$ cat src/rtl/cond_logic.sv
// Conditional-execution unit: flag register, condition check and write gating.
// Optional COND_PERF_EN adds saturating executed/skipped instruction counters.
module cond_logic #(
  parameter int CNT_W = 16
) (
  input  logic       clk,
  input  logic       reset,
  input  logic [3:0] Cond,
  input  logic [3:0] ALUFlags,
  input  logic [1:0] FlagW,
  input  logic       PCS,
  input  logic       NextPC,
  input  logic       RegW,
  input  logic       MemW,
  input  logic       InstrEnd,
  output logic       PCWrite,
  output logic       RegWrite,
  output logic       MemWrite,
  output logic [3:0] Flags,
  output logic       CondExDelayed
`ifdef COND_PERF_EN
  ,
  output logic [CNT_W-1:0] ExecCnt,
  output logic [CNT_W-1:0] SkipCnt
`endif
);

  logic       condEx;
  logic [1:0] flagWrite;
  logic       n, z, c, v;

  assign {n, z, c, v} = Flags;

  always_comb begin
    condEx = 1'b1;
    unique case (Cond)
      4'h0: condEx = z;
      4'h1: condEx = !z;
      4'h2: condEx = c;
      4'h3: condEx = !c;
      4'h4: condEx = n;
      4'h5: condEx = !n;
      4'h6: condEx = v;
      4'h7: condEx = !v;
      4'h8: condEx = c & !z;
      4'h9: condEx = !c | z;
      4'hA: condEx = (n == v);
      4'hB: condEx = (n != v);
      4'hC: condEx = !z & (n == v);
      4'hD: condEx = z | (n != v);
      default: condEx = 1'b1;
    endcase
  end

  assign flagWrite = FlagW & {condEx, condEx};

  always_ff @(posedge clk) begin
    if (reset) begin
      Flags         <= 4'b0000;
      CondExDelayed <= 1'b0;
    end else begin
      if (flagWrite[1]) Flags[3:2] <= ALUFlags[3:2];
      if (flagWrite[0]) Flags[1:0] <= ALUFlags[1:0];
      CondExDelayed <= condEx;
    end
  end

  // Reset masks a stale CondExDelayed left over from before reset.
  assign RegWrite = RegW & CondExDelayed & !reset;
  assign MemWrite = MemW & CondExDelayed & !reset;
  assign PCWrite  = (PCS & CondExDelayed & !reset) | NextPC;

`ifdef COND_PERF_EN
  always_ff @(posedge clk) begin
    if (reset) begin
      ExecCnt <= '0;
      SkipCnt <= '0;
    end else if (InstrEnd) begin
      if (CondExDelayed) begin
        if (ExecCnt != '1) ExecCnt <= ExecCnt + CNT_W'(1);
      end else begin
        if (SkipCnt != '1) SkipCnt <= SkipCnt + CNT_W'(1);
      end
    end
  end
`else
  logic unusedInstrEnd;
  localparam int unusedCntW = CNT_W;
  assign unusedInstrEnd = InstrEnd;
`endif

endmodule

$ cat config.mk
export PLATFORM = sky130hd
export DESIGN_NAME = cond_logic
export DESIGN_NICKNAME = d
export VERILOG_FILES = /design/src/rtl/cond_logic.sv
export SDC_FILE = /design/constraint.sdc
export NUM_CORES = 1
export LEC_CHECK = 0
export CORE_AREA = 2 2 39 41
export CTS_CLUSTER_DIAMETER = 50
export DETAILED_ROUTE_END_ITERATION = 7
export DIE_AREA = 0 0 41 43
export PLACE_DENSITY = 0.71
export SKIP_LAST_GASP = 1
export SYNTH_ARGS = -nofsm -noshare
export SYNTH_HDL_FRONTEND = slang
export SYNTH_SLANG_ARGS = --single-unit
$ cat constraint.sdc
create_clock -name clk -period 2.3 [get_ports clk]
set_input_delay 0.575 -clock clk [delete_from_list [all_inputs] [get_ports clk]]
set_output_delay 0.575 -clock clk [all_outputs]
set_load 0.005 [all_outputs]
==> flow_summary.toml <==
[grt]
grt_usage = 0.174
grt_remaining_overflow = 0
grt_pass1_vias = 483
wire_length_of_the_first_global_routing_pass_mm = 2.05
antenna_found_initial = 0
grt_max_degree = 10

[synthesis]
ys.warnings.count = 0
synthCells = 54
ys_seq_elements = 5
postSynthAreaPerCell_um2 = 8.67
sequential_element_share_of_the_synthesized_area = 0.214
yosysUniqueCellTypes = 29
syn-num-nets = 71
netlist_area_um2 = 468

[worst_setup_path]
worstSetupStartpointType = "input port"
cp_data_required_time_ns = 2.48
critical_path.slowest_cell = "sky130_fd_sc_hd__clkdlybuf4s50_1"
crit_type = "in2reg"
critical-path-top-delay-family = "compound AO/OA/AOI/OAI gates"
worstPathCellList = "clkdlybuf4s50_1, a21boi_0, a2111oi_1, o21ai_1, a31oi_2, mux2i_1"
highest_net_fanout_along_the_worst_path = 4
crit_path_max_incr_delay_ns = 0.51
end_kind = "flip-flop"
path_buf_inv = 1
worstPathArrival_ns = 2.36

[floorplan]
die_width_um = 41
starting_density_of_the_core = 0.338
ioPinCount = 25
coreArea_um2 = 1380
floorplan.die_area_um2 = 1760
die_h_um = 43
floorplan.rows = 14

[finish]
n_antenna_cell = 0
mostFrequentLayoutCells = "sky130_fd_sc_hd__clkdlybuf4s50_1, sky130_fd_sc_hd__buf_4, sky130_fd_sc_hd__or2b_2, sky130_fd_sc_hd__mux2i_1, sky130_fd_sc_hd__dfxtp_1"
multi_input_area_um2 = 343
drive_above_1_share = 0.253
fill_cells = 136
synth_to_layout_area_growth_pct = 71.1
post_layout_inst_area_um2 = 801
final_net_count = 105
sequential_cell_area_um2 = 100
mostFrequentLayoutCell = "sky130_fd_sc_hd__clkdlybuf4s50_1"

[outcome]
run_status = "finished clean"

[cts]
post-cts-setup-buffers = 0
insertion_delay_ns = 0.26
clock_slew_at_reported_path_ffs_ns = 0.06
clockRootBuffer = "sky130_fd_sc_hd__clkbuf_4"
tritoncts_num_sinks = 5
number_of_buffers_added_by_the_clock_tree_synthesis_step = 3
cts_tree = "done"
h-tree-depth = 1
clk_path_buf_depth = 2

[power_and_ir_drop]
power.leakage_nw = 0.351
vdd.ir_drop.worst_mv = 0.224
powerDensity_nw_per_um2 = 410

[placed_design]
gpl.final_weighted_congestion = 0.858
place.port_buffers = 23
dp_hpwl_mm = 1.02
placement.cell_area_um2 = 762

[sta]
part_of_the_cycle_the_worst_path_needs = 0.947
final-setup-viol-count = 0
layout_min_cycle_time_ns = 2.18
finalHoldViolCount = 0
tightestPinTransition_ns = 0.372
fmax_ghz = 0.459
totalNegativeSetupSlack_ns = 0
maxSlewHeadroom = 0.751
final_number_of_max_transition_violations = 0
clock-skew-final_ns = 0.0106

[detailed_routing]
drt_first_pass_iters = 1
detail-route-antenna-nets = 0
route.final.wire_length_mm = 1.33
wl_per_cell_um = 13.0
vias = 519
first_iter_violations = 0
remaining_drc_errors = 0
detail_route.vias_per_cell = 5.04

[job]
timing.max_cap.violations = 0

[hold_path]
hp-class = "reg2reg"
[Yosys cell counts (all sizes together)]
master | instances | area (µm²)
mux2i | 6 | 60.1
and2 | 2 | 12.5
a2111oi | 1 | 8.76
a21oi | 1 | 5.00
nand3b | 1 | 7.51
nand2b | 1 | 6.26
inv | 3 | 11.3
nand4b | 1 | 8.76
buf | 3 | 23.8
a21boi | 1 | 7.51
o211a | 1 | 10.0
a31oi | 4 | 25.0
a21o | 1 | 7.51
or2b | 7 | 60.1
o21ai | 4 | 20.0
or4b | 2 | 20.0
nor3 | 1 | 5.00
nand2 | 2 | 7.51
nor3b | 2 | 15.0
xnor2 | 1 | 8.76
and4bb | 1 | 12.5
and4b | 1 | 10.0
nor2b | 1 | 6.26
dfxtp | 5 | 100
xor2 | 1 | 8.76
[timing repair]
action                     in CTS  in global routing
setup endpoints to repair       4                  4
hold buffers                    0                  0
gates resized for setup         5                  4
[metrics by stage]
stage,power (mW),worst slack (ns),instances,utilization,hold slack (ns)
finish,0.328,0.122,103,0.579,0.603
floorplan,0.151,0.360,54,-,0.563
detailed placement,0.218,-0.276,99,0.551,0.600
global route,0.347,-0.00911,103,0.579,0.636
global placement,0.215,-0.143,99,0.551,0.589
CTS,0.327,0.0348,103,0.574,0.602
[state kept, by name, indices dropped and copies added (netlist names)]
register       count
CondExDelayed      1
Flags              4
[logic make-up (layout without fill, tap and decap cells)]
group                  Yosys count  after routing  synth area share
buffers and inverters            6             39            0.0749
AO/OA/AOI/OAI                   13             13             0.179
flip-flops                       5              5             0.214
multiplexers                     6              6             0.128
AND/OR/NAND/NOR                 22             22             0.366
XOR/XNOR                         2              2            0.0374
[per-layer routing]
metal / vias up / wire (µm) / track usage
met5: - / 0 / 0
met4: 0 / 33 / 0.107
met3: 5 / 48 / 0.0314
met2: 13 / 691 / 0.275
met1: 238 / 561 / 0.203
li1: 263 / - / -
[worst paths after layout]
kind,from,cells past startpoint,slack [ns],to
worst max-delay path,Cond[2],6,0.12,Flags[2]$_SDFFE_PP0P_
worst min-delay path,Flags[1]$_SDFFE_PP0P_,2,0.60,Flags[1]$_SDFFE_PP0P_
worst min register to register,Flags[1]$_SDFFE_PP0P_,2,0.60,Flags[1]$_SDFFE_PP0P_
worst max register to register,Flags[3]$_SDFFE_PP0P_,5,0.49,Flags[2]$_SDFFE_PP0P_
[area by class of cell]
| type | count | share of cell area |
|---|---|---|
| timing repair buffer | 32 | 0.373 |
| clock inverter | 1 | 0.00625 |
| inverter | 3 | 0.0141 |
| multi-input combinational | 43 | 0.428 |
| clock buffer | 3 | 0.0281 |
| tap | 16 | 0.0250 |
| sequential | 5 | 0.125 |
[tightest hold or removal path: cells and delay by family (launching register included)]
| family | cells | cell delay [ns] |
|---|---|---|
| mux | 1 | 0.05 |
| simple gates | 1 | 0.17 |
| flops | 1 | 0.34 |
[where the power goes]
part           internal (mW)  switching (mW)  total [mW]
combinational         0.0741          0.0409       0.115
sequential            0.0939         0.00885       0.103
clock                 0.0636          0.0468       0.110
Note: power is estimated with default switching activity, not from simulation.
